<file path="src/rtl/input_conditioner.sv">
// input_conditioner
//   Front end between board switches/pushbuttons and the SoC. Every pin is
//   synchronised and debounced on its own. Keys are turned active-high. The
//   block also produces press/release strobes, a switch-change strobe, and
//   auto-repeat pulses for keys that stay held.
//
//   Ports
//     clk          system clock (CLOCK_50 domain)
//     reset        synchronous, active-high
//     sw_raw       raw slider switches (async)
//     key_n_raw    raw pushbuttons, active-low (async)
//     sw_stable    debounced switch levels
//     sw_changed   1-cycle pulse when any sw_stable bit changes
//     key_down     debounced key levels, 1 = pressed
//     key_press    1-cycle pulse per key on debounced press
//     key_release  1-cycle pulse per key on debounced release
//     key_repeat   1-cycle auto-repeat pulse per held key

// Per-pin lane: synchroniser chain followed by the debounce counter.
// 'accept' is high in the cycle whose edge flips 'stable'. Downstream logic
// uses it to see a level change one edge early.
module ic_debounce #(
  parameter int SYNC_STAGES     = 2,
  parameter int DEBOUNCE_CYCLES = 8,
  parameter bit RST_LVL         = 1'b0,
  parameter bit INVERT          = 1'b0
) (
  input  logic clk,
  input  logic reset,
  input  logic pin,
  output logic stable,
  output logic accept
);
  localparam int CW = $clog2(DEBOUNCE_CYCLES);
  localparam logic [CW-1:0] LAST = CW'(DEBOUNCE_CYCLES - 1);

  logic [SYNC_STAGES-1:0] sync_q;
  logic                   synced;
  logic [CW-1:0]          cnt;

  always_ff @(posedge clk) begin
    if (reset) sync_q <= {SYNC_STAGES{RST_LVL}};
    else       sync_q <= {sync_q[SYNC_STAGES-2:0], pin};
  end

  assign synced = sync_q[SYNC_STAGES-1] ^ INVERT;
  assign accept = (synced != stable) && (cnt == LAST);

  // A glitch back to the stable level clears the count; no partial credit.
  always_ff @(posedge clk) begin
    if (reset) begin
      stable <= 1'b0;
      cnt    <= '0;
    end else if (synced == stable) begin
      cnt    <= '0;
    end else if (accept) begin
      stable <= synced;
      cnt    <= '0;
    end else begin
      cnt    <= cnt + CW'(1);
    end
  end
endmodule

// Per-key auto-repeat FSM.
//   press : high on the edge that registers key_press, so the DELAY count
//           starts together with the press strobe.
//   rel   : high on the edge where key_down falls. Leaving here means no
//           repeat pulse can appear in that cycle or afterwards.
module ic_key_repeat #(
  parameter int REPEAT_DELAY  = 32,
  parameter int REPEAT_PERIOD = 16
) (
  input  logic clk,
  input  logic reset,
  input  logic press,
  input  logic rel,
  output logic rpt
);
  localparam int RMAX = (REPEAT_DELAY > REPEAT_PERIOD) ? REPEAT_DELAY : REPEAT_PERIOD;
  localparam int RW   = (RMAX > 1) ? $clog2(RMAX) : 1;
  localparam logic [RW-1:0] D_LAST = RW'(REPEAT_DELAY - 1);
  localparam logic [RW-1:0] P_LAST = RW'(REPEAT_PERIOD - 1);

  typedef enum logic [1:0] {IDLE, DELAY, RPT} state_t;
  state_t        st;
  logic [RW-1:0] cnt;

  always_ff @(posedge clk) begin
    if (reset) begin
      st  <= IDLE;
      cnt <= '0;
      rpt <= 1'b0;
    end else begin
      rpt <= 1'b0;
      case (st)
        IDLE: begin
          if (press) begin
            st  <= DELAY;
            cnt <= '0;
          end
        end
        DELAY: begin
          if (rel) begin
            st  <= IDLE;
            cnt <= '0;
          end else if (cnt == D_LAST) begin
            rpt <= 1'b1;
            st  <= RPT;
            cnt <= '0;
          end else begin
            cnt <= cnt + RW'(1);
          end
        end
        RPT: begin
          if (rel) begin
            st  <= IDLE;
            cnt <= '0;
          end else if (cnt == P_LAST) begin
            rpt <= 1'b1;
            cnt <= '0;
          end else begin
            cnt <= cnt + RW'(1);
          end
        end
        default: begin
          st  <= IDLE;
          cnt <= '0;
        end
      endcase
    end
  end
endmodule

module input_conditioner #(
  parameter int N_SW            = 10,
  parameter int N_KEY           = 4,
  parameter int SYNC_STAGES     = 2,
  parameter int DEBOUNCE_CYCLES = 1000000,
  parameter int REPEAT_DELAY    = 25000000,
  parameter int REPEAT_PERIOD   = 5000000
) (
  input  logic             clk,
  input  logic             reset,
  input  logic [N_SW-1:0]  sw_raw,
  input  logic [N_KEY-1:0] key_n_raw,
  output logic [N_SW-1:0]  sw_stable,
  output logic             sw_changed,
  output logic [N_KEY-1:0] key_down,
  output logic [N_KEY-1:0] key_press,
  output logic [N_KEY-1:0] key_release,
  output logic [N_KEY-1:0] key_repeat
);
  logic [N_SW-1:0]  sw_accept;
  logic [N_KEY-1:0] key_accept;
  logic [N_KEY-1:0] key_rise, key_fall;
  logic             sw_chg_q;
  logic [N_KEY-1:0] rise_q, fall_q;

  for (genvar i = 0; i < N_SW; i++) begin : g_sw
    ic_debounce #(
      .SYNC_STAGES(SYNC_STAGES), .DEBOUNCE_CYCLES(DEBOUNCE_CYCLES),
      .RST_LVL(1'b0), .INVERT(1'b0)
    ) u_db (
      .clk(clk), .reset(reset), .pin(sw_raw[i]),
      .stable(sw_stable[i]), .accept(sw_accept[i])
    );
  end

  // Key synchronisers reset to the released (high) pin level, and the lane
  // inverts after the last stage.
  for (genvar i = 0; i < N_KEY; i++) begin : g_key
    ic_debounce #(
      .SYNC_STAGES(SYNC_STAGES), .DEBOUNCE_CYCLES(DEBOUNCE_CYCLES),
      .RST_LVL(1'b1), .INVERT(1'b1)
    ) u_db (
      .clk(clk), .reset(reset), .pin(key_n_raw[i]),
      .stable(key_down[i]), .accept(key_accept[i])
    );

    ic_key_repeat #(
      .REPEAT_DELAY(REPEAT_DELAY), .REPEAT_PERIOD(REPEAT_PERIOD)
    ) u_rpt (
      .clk(clk), .reset(reset), .press(rise_q[i]), .rel(key_fall[i]),
      .rpt(key_repeat[i])
    );
  end

  assign key_rise = key_accept & ~key_down;
  assign key_fall = key_accept &  key_down;

  // Two flop stages: the first lines up with the stable-bit update, and the
  // second puts the strobe one cycle after it.
  always_ff @(posedge clk) begin
    if (reset) begin
      sw_chg_q    <= 1'b0;
      sw_changed  <= 1'b0;
      rise_q      <= '0;
      fall_q      <= '0;
      key_press   <= '0;
      key_release <= '0;
    end else begin
      sw_chg_q    <= |sw_accept;
      sw_changed  <= sw_chg_q;
      rise_q      <= key_rise;
      fall_q      <= key_fall;
      key_press   <= rise_q;
      key_release <= fall_q;
    end
  end
endmodule

</file>
<file path="config.mk">
export PLATFORM = sky130hd
export DESIGN_NAME = input_conditioner
export DESIGN_NICKNAME = d
export VERILOG_FILES = /design/src/rtl/input_conditioner.sv
export SDC_FILE = /design/constraint.sdc
export NUM_CORES = 1
export LEC_CHECK = 0
export BUFFER_PORTS_ARGS = -buffer_cell sky130_fd_sc_hd__buf_4
export CAP_MARGIN = 5
export CORE_UTILIZATION = 54
export CTS_CLUSTER_DIAMETER = 120
export DETAILED_ROUTE_END_ITERATION = 6
export PLACE_DENSITY_LB_ADDON = 0.2
export SYNTH_ARGS = -nofsm -noshare
export SYNTH_HDL_FRONTEND = slang
export SYNTH_HIERARCHICAL = 1
export SYNTH_SLANG_ARGS = --single-unit
</file>
<file path="constraint.sdc">
create_clock -name clk -period 6.7 [get_ports clk]
set_clock_uncertainty 0.05 [all_clocks]
set_input_delay 1.005 -clock clk [delete_from_list [all_inputs] [get_ports clk]]
set_output_delay 1.005 -clock clk [all_outputs]
set_load 0.01 [all_outputs]
</file>
* Word-level counts from Yosys, hierarchy flattened *
Cells that the tools add are included.

word-level totals
  bits in registers = 452
  output and inout bits = 27
  logic and storage cells = 284

cells by class
  add/subtract/negate cells = 18
  equality and inequality tests = 70
  mux-type cells = 64
  bitwise gates (word level) = 21
  reductions and logical operators = 51

operators with widths
  operator                                                            count
  25-bit two-way mux                                                  20
  25-bit one-hot mux with 3 select lines                              4
  20-bit by 1-bit adder with 20-bit output (second input constant)    14
  20-bit == test (second input constant)                              14
  25-bit by 1-bit adder with 25-bit output (second input constant)    4
  25-bit by 23-bit == test with 1-bit output (second input constant)  4
  25-bit == test (second input constant)                              4
  3-bit OR reduction                                                  14
  2-bit two-way mux                                                   16
  2-bit AND reduction                                                 14
  2-bit one-hot mux with 3 select lines                               4
  1-bit inverter                                                      18
  1-bit two-way mux                                                   16
  2-bit != test (second input constant)                               8
  1-bit == test                                                       14
  1-bit logical AND                                                   14
  1-bit != test                                                       14
  3-bit by 2-bit != test with 1-bit output (second input constant)    4
  3-bit AND reduction                                                 4
  10-bit OR reduction                                                 1
  4-bit bitwise AND                                                   2
  2-bit by 1-bit == test with 1-bit output (second input constant)    4
  2-bit == test (second input constant)                               4
  2-bit zero test                                                     4
  other kinds (2)                                                     5

* Depth between registers and ports, before layout *
Gate-level depths: netlist of the first run.

  depth in word-level cells = 6
  gate-level depth with buffers = 13
  mapped depth without buffers = 11

* Modules after synthesis *
The synthesis of the first run kept the hierarchy.

by module, submodules not included
  module                              times used  cells an instance  area each (µm²)  seq. area each (µm²)
  ic_debounce (g_sw[0].u_db ...)      10          119                1021.0           460.4
  ic_key_repeat (g_key[0].u_rpt ...)  3           192                1539.0           560.5
  ic_debounce (g_key[0].u_db ...)     4           114                1033.5           460.4
  ic_key_repeat (g_key[3].u_rpt)      1           191                1604.0           560.5
  input_conditioner                   1           44                 564.3            360.3

* Least setup slack after synthesis of the first run *
OpenSTA, ideal clock, no wires.

  path kind = register to register
  start = register g_key[0].u_db.cnt[11]
  end = register g_key[0].u_rpt.cnt[24]
  library setup time = 0.120 ns
  arrival = 2.313 ns
  data required time = 6.530 ns
  slack = 4.217 ns
  cell stages (with the launch flop) = 12
  clock period less this slack = 2.483 ns
  path through = dfxtp_1 or4_4 nor4_4 nand2_1 nor2_1 and2_1 nor2b_1 o31ai_4 a21oi_2 buf_6 and3_1 a211o_1

between the ends
  word-level cells in the longest chain between the ends = 5
  elaborated cells between the ends (all ways) = 6
  classes of those cells = eq/ne (1); mux (3); bitwise (1); reduce/logical (1)

ends and longest elaborated chain
  element                                       line      source
  start: declaration                            39        logic [CW-1:0] cnt;
  start signal: assignment                      60        cnt <= cnt + CW'(1);
  20-bit == test (*)                            47        assign accept = (synced != stable) && (cnt == LAST);
  1-bit logical AND (*)                         47
  net key_accept[0]                             155       logic [N_KEY-1:0] key_accept;
  4-bit bitwise AND (*)                         190       assign key_fall = key_accept & key_down;
  net key_fall[0]                               156       logic [N_KEY-1:0] key_rise, key_fall;
  25-bit two-way mux, on equally long branches  116, 104
  25-bit one-hot mux with 3 select lines (*)    96        case (st)
  end signal: assignment                        112       cnt <= cnt + RW'(1);
  end signal: assignment                        123       cnt <= cnt + RW'(1);
  end: declaration                              87        logic [RW-1:0] cnt;

Mark *: on every way through the listed nets, which the timed path passes. The rest lies on a longest branch.
A chain may end at the register's enable or synchronous reset.

* Worst setup path after layout of the first run *
  start = register g_key[0].u_db.cnt[0]
  end = register g_key[0].u_rpt.cnt[2]

The elaborated chain is that of the path after synthesis.

==> flow_summary.ini, run 1 <==
[run_status]
outcome = completed

[cts]
cts_tree = yes
cts_setup_buffers = 0
ctsResizeCount = 0
clk_pin_slew_ps = 60
hold_buffers = 0
root_buffer = clkbuf_16
cts_max_level = 2
clk_latency_ps = 580
numCtsBuffers = 49
clock_sinks = 452
cts_buffer_depth = 3

[grt]
first_global_vias = 15560
antenna_found_initial = 1
grt_max_degree = 49
grt_util_all_layers = 0.2064
grt_first_pass_wirelength_um = 70140
grt-ovfl-total = 0

[yosys]
ys.flop_type = dfxtp_1
synth_cell_type_count = 69
ys_top_cells_by_count = dfxtp_1 (452), nor2_1 (322), nand2_1 (182)
yosysTopAreaCellShare = 0.4283
synthCells = 2457
syn_nets = 2503
syn_avg_cell_area_um2 = 8.600
synth.most_common_cell = dfxtp_1
synth_seq_cells = 452
ys_warn_count = 6
async_flop_share = 0
yosysSeqAreaShare = 0.4283
synth_edf_count = 0
synth.area.top_cells = dfxtp_1 (43%), xnor2_1 (6.4%), nor2_1 (5.7%)
synth_area_leader_cell = dfxtp_1
synthesis.area_um2 = 21130

[hold_path]
holdCritPathClass = register to register
hold_depth = 1
min_to = g_key[1].u_db/sync_q[1]
hp-start = g_key[1].u_db/sync_q[0]

[timing]
max_freq_mhz = 310.0
hold_viol_final = 0
setup_tns_ps = 0
min_period_over_period = 0.4814
rsz0062_at_grt = no
maxSlewViolCount = 0
setup_viol = 0
worst_slack_ps = 3474
fin_crit_ps = 3226
tightest_slew_ps = 1238
slew-limit-headroom = 0.1745

[drt]
drc = 0
routed_wl_um = 41390
viasPerCell = 5.641
avgRoutedWirePerCell_um = 13.64
final_antenna_net_count = 0
drtIter0Drc = 929
vias = 17120
first_pass_iters = 5

[worst_setup_path]
startpoint_type = register
worstReg2RegStart = g_key[0].u_db/cnt[0]
r2r_setup_slack_ps = 3470
cp.required_ps = 7160
cp_max_fo = 30
r2r_end = g_key[0].u_rpt/cnt[2]
critPathArrivalTime_ps = 3680
r2r_cells = 11
crit_type = register to register
endpoint_kind = register

[floorplanning]
die_height_um = 199.8
dieArea_um2 = 39920
core_um2 = 38650
num_rows = 72
io_pins = 43
initial_core_util = 0.5467
die_w_um = 199.8

[layout]
diodes = 0
fillCellCount = 3307
stdcell_count = 3034
drive_gt1_frac = 0.1017
area_delta_synth_final_pct = 10.44
final_nets = 2527

[flow_run]
maxCapViolations = 0

[place]
gp_congestion = 0.8357
place_ws_ps = 3506
io_buffers = 42
dp_hpwl_um = 28190
dpl.cell_count = 2948

[power]
p_seq_frac = 0.483
leakage_nw = 7.139
peakVddDrop_uv = 194.1
power.internal_w = 0.004454
combPwrFrac = 0.022
netSwitchingPower_w = 0.001158
switching_share = 0.2063
power.density_nw_per_um2 = 240.5
p_clk_frac = 0.495
-- how the worst max path moves through the flow --
stage | startpoint | endpoint
floorplan | g_key[0].u_db/cnt[11] | g_key[0].u_rpt/cnt[24]
global placement | reset | g_key[1].u_rpt/cnt[2]
detailed placement | g_key[0].u_db/cnt[0] | g_key[0].u_rpt/cnt[2]
CTS | g_key[0].u_db/cnt[0] | g_key[0].u_rpt/cnt[2]
global route | g_key[0].u_db/cnt[0] | g_key[0].u_rpt/cnt[5]
finish | g_key[0].u_db/cnt[0] | g_key[0].u_rpt/cnt[2]
-- worst max-delay path, stage by stage, from the launching register on --
cell	delay, ps
dfxtp_1	330
ha_1	230
nand3_1	220
nor2_1	150
nand2_1	80
nor2_1	60
and2_1	200
nor2b_1	290
o31ai_4	140
a21oi_2	940
or2b_1	300
a31oi_1	160
-- cell usage in the layout, fill, tap and decap left out, drive strengths merged, types with 51 or more instances in the layout --
| master | instances |
|---|---|
| a21oi | 165 |
| a31oi | 61 |
| buf | 55 |
| clkbuf | 67 |
| dfxtp | 452 |
| inv | 81 |
| nand2 | 182 |
| nand3 | 142 |
| nand4 | 64 |
| nor2 | 322 |
| nor3 | 74 |
| nor4 | 51 |
| o21ai | 109 |
| or3 | 71 |
| or4 | 80 |
| xnor2 | 154 |
-- flip-flops by register name (all words and copies together), names as in the netlist --
signal / flops
key_release: 4
g_key.u_db/stable: 4
sw_chg_q: 1
g_key.u_rpt/st: 8
g_sw.u_db/stable: 10
g_sw.u_db/sync_q: 20
fall_q: 4
g_sw.u_db/cnt: 200
rise_q: 4
g_key.u_rpt/rpt: 4
g_key.u_db/cnt: 80
g_key.u_rpt/cnt: 100
sw_changed: 1
g_key.u_db/sync_q: 8
key_press: 4
-- layer usage --
metal	track usage	share of wire	vias up
met5	0	0.00029	-
met4	0.07012	0.022	2
met3	0.03528	0.041	70
met2	0.3497	0.46	257
met1	0.2652	0.47	8001
li1	-	-	8785
-- power groups by stage --
stage	Clock, W	Sequential (W)	Combinational, W
after CTS	0.00285	0.00271	0.000123
after global placement	0	0.00277	0.000119
after floorplan	0	0.00277	0.0000881
final	0.00278	0.00271	0.000122
after detailed placement	0	0.00277	0.000122
after global routing	0.00296	0.00271	0.000136
-- final cells by class --
| cell class | count | area, um^2 | share of cell area |
|---|---|---|---|
| repair buffers | 55 | 412.9 | 0.01769 |
| inverters | 80 | 300.3 | 0.01287 |
| flip-flops and latches | 452 | 9049 | 0.3878 |
| well taps | 518 | 648.1 | 0.02777 |
| multi-input cells | 1843 | 11250 | 0.4820 |
| clock inverters | 19 | 251.5 | 0.01078 |
| clock buffers | 67 | 1426 | 0.06113 |
-- metrics by stage --
| step | hold WS (ps) | util | total power [W] | instance area, um^2 |
|---|---|---|---|---|
| after global placement | 343.6 | 0.5604 | 0.002887 | 21660 |
| final | 353.4 | 0.6038 | 0.005612 | 23330 |
| after CTS | 354.3 | 0.6038 | 0.005686 | 23330 |
| after floorplan | 339.5 | - | 0.002855 | 21130 |
| after global routing | 371.5 | 0.6038 | 0.005803 | 23330 |
| after detailed placement | 343.3 | 0.5604 | 0.002891 | 21660 |
-- cells by family after synthesis --
kind of cell | count (synthesis) | share of synthesized area
adder cells (fa/ha/maj) | 30 | 0.01777
buffers and inverters | 162 | 0.03944
flip-flops | 452 | 0.4283
multiplexers | 10 | 0.004738
AO/OA/AOI/OAI | 423 | 0.1220
XOR/XNOR | 188 | 0.07793
AND/OR/NAND/NOR | 1192 | 0.3098
Power figures use the tool's default switching activity.
==> inputs of run 2 (changes only) <==
--- a/config.mk
+++ b/config.mk
@@ -5,6 +5,7 @@
 export SDC_FILE = /design/constraint.sdc
 export NUM_CORES = 1
 export LEC_CHECK = 0
+export ABC_AREA = 1
 export BUFFER_PORTS_ARGS = -buffer_cell sky130_fd_sc_hd__buf_4
 export CAP_MARGIN = 5
 export CORE_UTILIZATION = 54
==> constraint.sdc (replaced) <==
create_clock -name clk -period 2.6 [get_ports clk]
set_clock_uncertainty 0.05 [all_clocks]
set_input_delay 0.39 -clock clk [delete_from_list [all_inputs] [get_ports clk]]
set_output_delay 0.39 -clock clk [all_outputs]
set_load 0.01 [all_outputs]
==> run 2 against run 1 <==
  * The flow now finishes with violations (design-rule violations)
  * Via count increased by 25%
  * Cell count up 45%
  * Count of clock-buffer cells in the layout increased by 4
  * Setup slack got worse by 3000 ps
  * Critical endpoint is now g_key[2].u_rpt/cnt[16]
  * Largest cell class unchanged
==> flow_summary.ini, run 2 <==
[run_status]
outcome = finished with violations
violations = design-rule violations

[hold_path]
holdCritPathClass = input pin to register
hp-start = reset
min_to = g_sw[0].u_db/sync_q[0]
hold_depth = 2

[worst_setup_path]
cp.required_ps = 3030
worstReg2RegStart = g_key[2].u_db/cnt[0]
r2r_end = g_key[2].u_rpt/cnt[16]
r2r_cells = 12
cp_max_fo = 25
endpoint_kind = register
startpoint_type = register
r2r_setup_slack_ps = 450
critPathArrivalTime_ps = 2580
crit_type = register to register

[timing]
fin_crit_ps = 2152
slew-limit-headroom = 0.5595
tightest_slew_ps = 660.0
max_freq_mhz = 464.7
setup_viol = 0
rsz0062_at_grt = no
setup_tns_ps = 0
maxSlewViolCount = 0
holdWs_ps = 208.0
hold_viol_final = 0
min_period_over_period = 0.8276

[power]
p_seq_frac = 0.450
leakage_nw = 9.546
power.internal_w = 0.01190
power.density_nw_per_um2 = 569.8
power.total_w = 0.01559
netSwitchingPower_w = 0.003693
peakVddDrop_uv = 581.6
p_clk_frac = 0.481
switching_share = 0.2368
combPwrFrac = 0.069

[grt]
grtUsageMet3 = 0.03607
grt.busiest_layer = met2
grt-ovfl-total = 0
grt_max_degree = 54
use_met2 = 0.3580
first_global_vias = 19510
grt_util_all_layers = 0.2181
grt_first_pass_wirelength_um = 88380
use_met1 = 0.2958
antenna_found_initial = 0

[floorplanning]
dieArea_um2 = 46720
initial_core_util = 0.5469
core_um2 = 45280
die_w_um = 216.1
num_rows = 78
die_height_um = 216.1
io_pins = 43

[cts]
clock_sinks = 452
numCtsBuffers = 51
root_buffer = clkbuf_16
cts_buffer_depth = 3
ctsResizeCount = 0
cts_max_level = 2
cts_tree = yes
cts_setup_buffers = 0
clk_pin_slew_ps = 60
clk_latency_ps = 590

[layout]
postLayoutCoreUtil = 0.6043
largest_register_ffs = 200
final_nets = 3813
stdcell_count = 4406
top_regs = g_sw.u_db/cnt x200, g_key.u_rpt/cnt x100, g_key.u_db/cnt x80
largest_register = g_sw.u_db/cnt
area_delta_synth_final_pct = 10.50
final_cell_mix = nand2_1 (945), nor2_1 (791), dfxtp_1 (452)
drive_gt1_frac = 0.1114
final_common_cell = nand2_1
diodes = 0

[yosys]
ys.flop_type = dfxtp_1
ys_warn_count = 6
ys_top_cells_by_count = nand2_1 (945), nor2_1 (792), dfxtp_1 (452)
syn_nets = 3753
async_flop_share = 0
yosysSeqAreaShare = 0.3654
synth.most_common_cell = nand2_1
synth_area_leader_cell = dfxtp_1
synth_edf_count = 0
synth_cell_type_count = 39
synth_seq_cells = 452
synthesis.area_um2 = 24760
synthCells = 3707
syn_avg_cell_area_um2 = 6.680
yosysTopAreaCellShare = 0.3654
synth.area.top_cells = dfxtp_1 (37%), nand2_1 (14%), nor2_1 (12%)

[drt]
vias = 21450
drc = 1
routed_wl_um = 50330
first_pass_iters = 7
drtIter0Drc = 1121
avgRoutedWirePerCell_um = 11.42
final_antenna_net_count = 0
viasPerCell = 4.868

[flow_run]
maxCapViolations = 0

[place]
gp_congestion = 0.9238
dp_hpwl_um = 35800
io_buffers = 42
dpl.cell_count = 4300
run 2: timing repair:
| item | 4_1_cts | 5_1_grt |
|---|---|---|
| hold buffers | 14 | 0 |
| setup endpoints to repair | 0 | 0 |
| hold endpoints to repair | 14 | 0 |
run 2: critical path: stages, from the launching register on:
cell and delay, ps:
dfxtp_1 350, ha_1 210, nand3_2 140, nor2_4 160, nand3_1 90, nor2_1 180
nand2_1 100, inv_1 100, nor2_1 90, nand2_2 130, nand2_4 210, nand3_1 140
a21oi_1 80
run 2: worst max path at each step:
stage                                     from                endpoint  cells past startpoint
after floorplan           g_key[0].u_db/cnt[0]  g_key[0].u_rpt/cnt[10]                     13
after detailed placement  g_key[2].u_db/cnt[0]  g_key[2].u_rpt/cnt[16]                     12
after global routing      g_key[2].u_db/cnt[0]  g_key[2].u_rpt/cnt[24]                     12
after global placement    g_key[2].u_db/cnt[0]  g_key[2].u_rpt/cnt[16]                     12
final                     g_key[2].u_db/cnt[0]  g_key[2].u_rpt/cnt[16]                     12
after CTS                 g_key[2].u_db/cnt[0]  g_key[2].u_rpt/cnt[16]                     12
run 2: layout make-up:
| cell class | instances | area [um^2] |
|---|---|---|
| tap | 600 | 750.7 |
| sequential | 452 | 9049 |
| clock buffer | 71 | 1473 |
| fill | 4379 | 17920 |
| inverter | 420 | 1577 |
| clock inverter | 21 | 302.8 |
| multi-input combinational | 2766 | 13580 |
| timing repair buffer | 76 | 634.4 |
run 2: stage by stage:
step / cell area [um^2] / setup WS (ps)
finish: 27370 / 448.2
global route: 27370 / 213.7
CTS: 27370 / 430.9
detailed placement: 25450 / 451.1
global placement: 25450 / 498.1
floorplan: 24760 / 765.0
run 2: cells by family (layout without fill, tap and decap cells):
| group | Yosys count | count (layout) | synth area share |
|---|---|---|---|
| buffers and inverters | 489 | 588 | 0.08635 |
| AND/OR/NAND/NOR | 2295 | 2295 | 0.4120 |
| adder cells (fa/ha/maj) | 30 | 30 | 0.01516 |
| flip-flops | 452 | 452 | 0.3654 |
| AO/OA/AOI/OAI | 264 | 264 | 0.05846 |
| XOR/XNOR | 177 | 177 | 0.06260 |
run 2: power by group through the flow:
stage | Clock (W) | Sequential (W) | Combinational, W
3_3_place_gp | 0 | 0.00717 | 0.00106
6_report | 0.00750 | 0.00702 | 0.00108
5_1_grt | 0.00802 | 0.00702 | 0.00122
3_5_place_dp | 0 | 0.00717 | 0.00107
4_1_cts | 0.00771 | 0.00702 | 0.00109
2_1_floorplan | 0 | 0.00716 | 0.000880
run 2: metal layers:
metal	wire (um)	part of all wire
met5	0	0
met4	986	0.020
met3	1821	0.036
met2	22310	0.44
met1	25210	0.50
